<file path="config.mk">
export PLATFORM = sky130hd
export DESIGN_NAME = irq_ctrl
export DESIGN_NICKNAME = d
export VERILOG_FILES = /design/src/rtl/irq_pkg.sv /design/src/rtl/irq_prio_enc.sv /design/src/rtl/irq_ctrl.sv
export SDC_FILE = /design/constraint.sdc
export NUM_CORES = 1
export LEC_CHECK = 0
export BUFFER_PORTS_ARGS = -buffer_cell sky130_fd_sc_hd__buf_2
export CAP_MARGIN = 30
export CORE_MARGIN = 2
export CORE_UTILIZATION = 52
export DETAILED_ROUTE_END_ITERATION = 16
export PLACE_DENSITY = 0.87
export SLEW_MARGIN = 10
export SYNTH_ARGS = -nofsm -noshare
export SYNTH_HDL_FRONTEND = slang
export SYNTH_HIERARCHICAL = 1
export SYNTH_SLANG_ARGS = --single-unit
</file>
<file path="constraint.sdc">
create_clock -name clk -period 2.2 [get_ports clk]
set_clock_uncertainty 0.2 [all_clocks]
set_input_delay 0.11 -clock clk [delete_from_list [all_inputs] [get_ports clk]]
set_output_delay 0.11 -clock clk [all_outputs]
set_load 0.02 [all_outputs]
</file>
<file path="src/rtl/irq_pkg.sv">
// Shared definitions for the interrupt controller: register offsets, FSM states, id width.
package irq_pkg;

    localparam int ID_W = 4;

    localparam logic [15:0] OFF_PEND  = 16'd0;
    localparam logic [15:0] OFF_MASK  = 16'd1;
    localparam logic [15:0] OFF_CAUSE = 16'd2;
    localparam logic [15:0] OFF_MODE  = 16'd3;

    typedef enum logic [1:0] {
        IDLE = 2'd0,
        REQ  = 2'd1,
        DROP = 2'd2
    } irq_state_e;

endpackage

</file>
<file path="src/rtl/irq_prio_enc.sv">
// Fixed-priority encoder: lowest set index wins; any flags a non-empty request vector.
module irq_prio_enc
    import irq_pkg::*;
#(
    parameter int NSRC = 8
) (
    input  logic [NSRC-1:0] req,
    output logic            any,
    output logic [ID_W-1:0] id
);

    always_comb begin
        any = |req;
        id  = '0;
        // Scan downward so the lowest active index is the last one written.
        for (int i = NSRC - 1; i >= 0; i--) begin
            if (req[i]) id = ID_W'(i);
        end
    end

endmodule

</file>
<file path="src/rtl/irq_ctrl.sv">
// Interrupt controller: pending/mask/mode registers, fixed priority, and a request
// handshake with the core over irq_out / cpu_ack / cpu_irq_en.
//
// state | meaning
// IDLE  | no request outstanding; waiting for cpu_irq_en and an enabled pending source
// REQ   | irq_out held high with cur_id latched; waiting for cpu_ack
// DROP  | request taken; waiting for the core to clear cpu_irq_en before re-arming
module irq_ctrl
    import irq_pkg::*;
#(
    parameter int          NSRC     = 8,
    parameter logic [15:0] BASE_SEL = 16'h0040
) (
    input  logic            clk,
    input  logic            rst,
    input  logic [NSRC-1:0] src_in,
    input  logic            cpu_irq_en,
    input  logic            cpu_ack,
    output logic            irq_out,
    input  logic [15:0]     reg_sel,
    input  logic [15:0]     reg_in,
    input  logic            reg_ie,
    output logic [15:0]     reg_out
);

    localparam logic [NSRC-1:0] ONE_HOT0 = NSRC'(1);

    logic [NSRC-1:0] pend, mask, mode, src_d;
    logic [NSRC-1:0] pend_nxt, w1c, fsm_clr, edge_set;
    logic            cause_valid;
    logic [ID_W-1:0] cause_id;
    logic [ID_W-1:0] cur_id, win_id;
    logic            win_any;
    logic [15:0]     off;
    logic            wr_pend, wr_mask, wr_mode, rd_cause;
    irq_state_e      state, state_nxt;
    logic            irq_nxt, load_id, ack_take;
    logic            unused_reg_in;

    assign unused_reg_in = ^reg_in[15:NSRC];

    assign off      = reg_sel - BASE_SEL;
    assign wr_pend  = reg_ie & (off == OFF_PEND);
    assign wr_mask  = reg_ie & (off == OFF_MASK);
    assign wr_mode  = reg_ie & (off == OFF_MODE);
    assign rd_cause = ~reg_ie & (off == OFF_CAUSE);

    assign w1c      = wr_pend ? reg_in[NSRC-1:0] : '0;
    assign fsm_clr  = ack_take ? (ONE_HOT0 << cur_id) : '0;
    assign edge_set = src_in & ~src_d;

    // Edge bits: new edge beats any clear in the same cycle. Level bits track the pin.
    assign pend_nxt = (mode & ((pend & ~w1c & ~fsm_clr) | edge_set))
                    | (~mode & src_in);

    irq_prio_enc #(.NSRC(NSRC)) u_prio (
        .req (pend & mask),
        .any (win_any),
        .id  (win_id)
    );

    always_ff @(posedge clk or posedge rst) begin
        if (rst) begin
            pend        <= '0;
            mask        <= '0;
            mode        <= '1;
            src_d       <= '0;
            cause_valid <= 1'b0;
            cause_id    <= '0;
        end else begin
            pend  <= pend_nxt;
            src_d <= src_in;
            if (wr_mask) mask <= reg_in[NSRC-1:0];
            if (wr_mode) mode <= reg_in[NSRC-1:0];
            if (ack_take) begin
                cause_valid <= 1'b1;
                cause_id    <= cur_id;
            end else if (rd_cause) begin
                cause_valid <= 1'b0;
            end
        end
    end

    always_ff @(posedge clk or posedge rst) begin
        if (rst) begin
            state   <= IDLE;
            irq_out <= 1'b0;
            cur_id  <= '0;
        end else begin
            state   <= state_nxt;
            irq_out <= irq_nxt;
            if (load_id) cur_id <= win_id;
        end
    end

    always_comb begin
        state_nxt = state;
        irq_nxt   = irq_out;
        load_id   = 1'b0;
        ack_take  = 1'b0;
        case (state)
            IDLE: begin
                if (cpu_irq_en && win_any) begin
                    load_id   = 1'b1;
                    irq_nxt   = 1'b1;
                    state_nxt = REQ;
                end
            end
            REQ: begin
                if (cpu_ack) begin
                    ack_take  = 1'b1;
                    irq_nxt   = 1'b0;
                    state_nxt = DROP;
                end
            end
            DROP: begin
                if (!cpu_irq_en) state_nxt = IDLE;
            end
            default: begin
                irq_nxt   = 1'b0;
                state_nxt = IDLE;
            end
        endcase
    end

    always_comb begin
        reg_out = '0;
        case (off)
            OFF_PEND:  reg_out = 16'(pend);
            OFF_MASK:  reg_out = 16'(mask);
            OFF_CAUSE: reg_out = {cause_valid, {(15 - ID_W){1'b0}}, cause_id};
            OFF_MODE:  reg_out = 16'(mode);
            default:   reg_out = '0;
        endcase
    end

endmodule

</file>
Word-level counts from Yosys, hierarchy flattened
Cells that the tools add are included.
{"block": "op_classes", "add_sub_neg": 1, "n_eq_ne": 8, "shifts": 1, "n_mux": 24, "bitwise_logic": 18, "reduce_logical": 7}
{"op": "case mux 16 bit (4 select lines)", "n": 1}
{"op": "bitwise AND 8 bit", "n": 6}
{"op": "equality test 16 x 2 -> 1 bit (second input constant)", "n": 2}
{"op": "inverter 8 bit", "n": 4}
{"op": "2-to-1 mux 3 bit", "n": 8}
{"op": "equality test 16 x 1 -> 1 bit (second input constant)", "n": 1}
{"op": "zero test 16 bit", "n": 1}
{"op": "2-to-1 mux 8 bit", "n": 2}
{"op": "OR 8 bit", "n": 2}
{"op": "subtractor 16 x 7 -> 16 bit (second input constant)", "n": 1}
{"op": "2-to-1 mux 1 bit", "n": 8}
{"op": "OR reduction 8 bit", "n": 1}
{"op": "<< shifter 1 x 4 -> 8 bit (first input constant)", "n": 1}
{"op": "2-to-1 mux 2 bit", "n": 3}
{"op": "!= test 2 bit (second input constant)", "n": 3}
{"op": "case mux 2 bit (3 select lines)", "n": 1}
{"op": "AND reduction 3 bit", "n": 2}
{"op": "bitwise AND 1 bit", "n": 4}
{"op": "case mux 1 bit (3 select lines)", "n": 1}
{"op": "equality test 2 x 1 -> 1 bit (second input constant)", "n": 1}
{"op": "equality test 2 bit (second input constant)", "n": 1}
{"op": "zero test 2 bit", "n": 1}
{"op": "inverter 1 bit", "n": 2}
{"op": "nonzero test 2 bit", "n": 1}
{"op": "logical AND 1 bit", "n": 1}
{"block": "word_totals", "register_bits": 44, "input_bits": 45, "out_inout_bits": 17, "word_cells": 68}

Logic depth before layout (Yosys ltp)
{"block": "logic_depth", "depth_word": 10, "depth_mapped": 6, "depth_no_buf": 6}

Hierarchy
Netlist, hierarchy kept.
{"module": "irq_ctrl", "instances": 1, "cells_each": 187, "area_each_um2": 2179.6, "seq_area_each_um2": 1111.1}
{"module": "irq_prio_enc", "instances": 1, "cells_each": 15, "area_each_um2": 92.6, "seq_area_each_um2": 0.0}

Least setup slack after synthesis
Ideal clock, no wire load.
{"block": "synth_path", "kind": "flip-flop to flip-flop", "startpoint": "register pend[4]", "endpoint": "register cur_id[0]", "setup_ps": 125, "arrival_time_ps": 1449, "t_required_ps": 1875, "path_slack_ps": 426, "stages_incl_launch_ff": 7, "n_path_buf": 0, "period_less_slack_ps": 1774, "path_cell_list": "dfrtp_1 > and2_1 > nor4_2 > nand3_1 > nand2_1 > nor3_1 > mux2_2"}
{"block": "synth_via", "elab_cells_between_ends": 10, "cone_classes": "mux: 7; bitwise: 1; reduce/logical: 2"}
{"element": "start, declared", "line_no": "irq_ctrl.sv:28", "text": "logic [NSRC-1:0] pend, mask, mode, src_d;"}
{"element": "start signal, assigned", "line_no": "irq_ctrl.sv:71", "text": "pend <= pend_nxt;"}
{"element": "bitwise AND 8 bit", "line_no": "irq_ctrl.sv:57", "text": ".req (pend & mask),"}
{"element": "OR reduction 8 bit", "line_no": "irq_prio_enc.sv:13", "text": "any = |req;"}
{"element": "via win_any", "line_no": "irq_ctrl.sv:33", "text": "logic win_any;"}
{"element": "logical AND 1 bit", "line_no": "irq_ctrl.sv:103", "text": "if (cpu_irq_en && win_any) begin"}
{"element": "2-to-1 mux 1 bit", "line_no": "irq_ctrl.sv:103"}
{"element": "2-to-1 mux 1 bit", "line_no": "irq_ctrl.sv:101", "text": "case (state)"}
{"element": "end signal, assigned", "line_no": "irq_ctrl.sv:92", "text": "if (load_id) cur_id <= win_id;"}
{"element": "end, declared", "line_no": "irq_ctrl.sv:32", "text": "logic [ID_W-1:0] cur_id, win_id;"}
The timed path passes the listed nets, and every way through them passes these cells.
A chain may end at the register's enable or synchronous reset.

Worst setup path after layout
{"block": "layout_path", "startpoint": "register pend[4]", "endpoint": "register cur_id[1]"}
Same word-level chain as after synthesis.

==> results.json <==
{
  "clk_latency_ps": 310,
  "synth_top_area_share_pct": 39.65,
  "cts-root-buf": "clkbuf_8",
  "overflow": 0,
  "switching_share_pct": 19.99,
  "intPower_uw": 1460,
  "drive_gt1_share_pct": 36.30,
  "final_antenna_net_count": 0,
  "vias": 1869,
  "io_buffer_count": 46,
  "cts-resized-gates": 0,
  "synth_common_cells": "36 x dfrtp_1, 24 x mux2_2, 19 x nand2_1",
  "layoutNonFillerInstCount": 322,
  "cp_max_fo": 4,
  "crit_slowest_cell": "dfrtp_1",
  "status": "finished, final reports clean",
  "cp_cell_sequence": "and2_1 -> nor4_2 -> nand3_1 -> nand2_1 -> nor3_1 -> buf_4 -> mux2_2",
  "dp_cells": 295,
  "cts_tree": "done",
  "cts_sinks": 44,
  "max-slew-margin-rel_pct": 62.96,
  "sequentialPowerShare_pct": 45.7,
  "die_area_um2": 4914,
  "fp-row-count": 24,
  "drv_cap": 0,
  "grt_usage_pct": 22.97,
  "synth_top_area_cell": "dfrtp_1",
  "min_path_type": "primary input to flop",
  "gp_congestion": 0.9009,
  "hold_violations": 0,
  "synth.area.top_cells": "dfrtp_1 40%, mux2_2 12%, dfstp_2 9.3%",
  "path_class": "flop to flop",
  "wirelength_um": 5330,
  "dp_hpwl_um": 3568,
  "postCtsSetupRepairBufs": 0,
  "worstMarginPinSlew_ps": 555.6,
  "syn_to_final_growth_pct": 26.32,
  "yosysUniqueCellTypes": 41,
  "finalCriticalPeriod_ps": 2023,
  "ys_seq_area_share_pct": 48.90,
  "antenna_found_initial": 0,
  "htreeDepth": 2,
  "worstPathArrival_ps": 2010,
  "netlist_area_um2": 2272,
  "synthFlopType": "dfrtp_1",
  "power_frac_clock_pct": 46.6,
  "cts.clk_slew.worst_paths_ps": 80,
  "fp.dieW_um": 70.10,
  "cts_buffers": 5,
  "synth_edf_count": 0,
  "vdd_drop_max_uv": 482.3,
  "avgViaCountPerCell": 5.804,
  "initialDrtViolationCount": 129,
  "dr.pass1.iters": 4,
  "tns_ps": 0,
  "grt_pass1_vias": 1840,
  "timing.fmax_mhz": 494.2,
  "core_area_um2": 4294,
  "setup_viol": 0,
  "fill_cells": 341,
  "hold_buffers": 19,
  "rsz0062_at_grt": "no",
  "io_pins": 62,
  "ys_async_sr_fraction_pct": 100.0,
  "grt_max_degree": 45,
  "end_kind": "flop",
  "die_h_um": 70.10,
  "synth_most_common_cell": "dfrtp_1",
  "route.detailed.drc": 0,
  "fin_nets": 314,
  "path_delay_family": "simple AND/OR/NAND/NOR gates",
  "p_switching_uw": 364.9,
  "p_comb_share_pct": 7.8,
  "drv_slew": 0,
  "crit_path_max_incr_delay_ps": 400,
  "power_density_nw_per_um2": 635.9,
  "syn_avg_cell_area_um2": 11.25,
  "cp.required_ps": 2190,
  "diodes": 0,
  "ys_ff_latch": 44,
  "wl_per_cell_um": 16.55,
  "reg2reg_slack_ps": 180,
  "start_kind": "flop",
  "synth_warnings": 6,
  "ctsLongestPathBuffers": 2,
  "cellLeakagePower_uw": 0.001408,
  "synth_cells": 202,
  "post-route-period-util_pct": 91.97,
  "initial_utilization_pct": 52.91,
  "grt_pass1_wl_um": 8569,
  "cp_num_buf_inv": 1
}
==> stage by stage <==
step / hold slack (ps) / area, um^2 / utilization, % / power [uW] / setup slack [ps]
global route: 99.14 / 2870 / 66.84 / 1883 / 93.93
finish: 84.72 / 2870 / 66.84 / 1825 / 176.6
detailed placement: 35.76 / 2521 / 58.71 / 964.1 / 134.6
floorplan: -58.57 / 2295 / - / 917.1 / 426.4
global placement: 36.95 / 2521 / 58.71 / 960.1 / 253.7
CTS: 88.73 / 2870 / 66.84 / 1833 / 180.7
==> final timing paths <==
check | startpoint | to | cells past startpoint
worst max-delay path | pend[4] | cur_id[1] | 7
worst min-delay path | reg_sel[1] | cause_valid | 4
worst max register to register | pend[4] | cur_id[1] | 7
worst min register to register | irq_out | irq_out | 1
max in group asynchronous | rst | mode[0] | 4
min in group asynchronous | rst | cur_id[0] | 4
==> layer usage <==
layer / track usage, % / share of wire, %
met3: 5.051 / 7.4
met1: 27.92 / 39
met4: 6.838 / 1.4
met5: 0 / 0
met2: 40.85 / 52
==> worst min-delay path, stage by stage <==
cell	delay [ps]
buf_2	200
nand2_1	90
o21ai_0	80
nand2_1	70
==> kinds of logic after synthesis <==
family | Yosys count | synth area share [%]
compound gates | 29 | 8.755
buf+inv | 17 | 4.680
flops | 44 | 48.90
mux | 32 | 17.62
other cells | 2 | 0.3305
simple gates | 78 | 19.71
==> placed cells by master (no fill, tap or decap), drive strengths merged, types with 2 or more instances in the layout <==
cell	count
a21oi	9
dfstp	8
nor2b	2
clkbuf	5
bufinv	3
nand3	2
nand2	19
buf	50
mux2	24
a22o	6
mux2i	4
mux4	4
a21o	2
conb	8
a21boi	2
nand2b	2
a31oi	2
nand3b	2
o21ai	3
and2	13
nand4b	2
nor3	3
nand4	8
dfrtp	36
nor4	3
dlygate4sd3	19
nor2	18
inv	2
==> final cells by class <==
cell class	count	area [um^2]	share of cell area (%)
Clock buffer	5	68.82	2.398
Clock inverter	3	90.09	3.139
Inverter	2	7.507	0.2616
Multi-Input combinational cell	147	1077	37.53
Sequential cell	44	1111	38.71
Tap cell	52	65.06	2.267
Timing Repair Buffer	69	450.4	15.69
==> flip-flops by register name, indices dropped and copies added (netlist names) <==
name / flops
cur_id: 4
mask: 8
irq_out: 1
cause_id: 4
src_d: 8
pend: 8
state: 2
mode: 8
cause_valid: 1
==> power by group through the flow <==
stage	sequential (uW)	clock (uW)	combinational (uW)
after floorplan	846	0	70.9
after global placement	847	0	113
after detailed placement	848	0	116
after CTS	833	859	142
after global routing	834	893	156
final	833	850	142
Note: power is estimated with default switching activity, not from simulation.
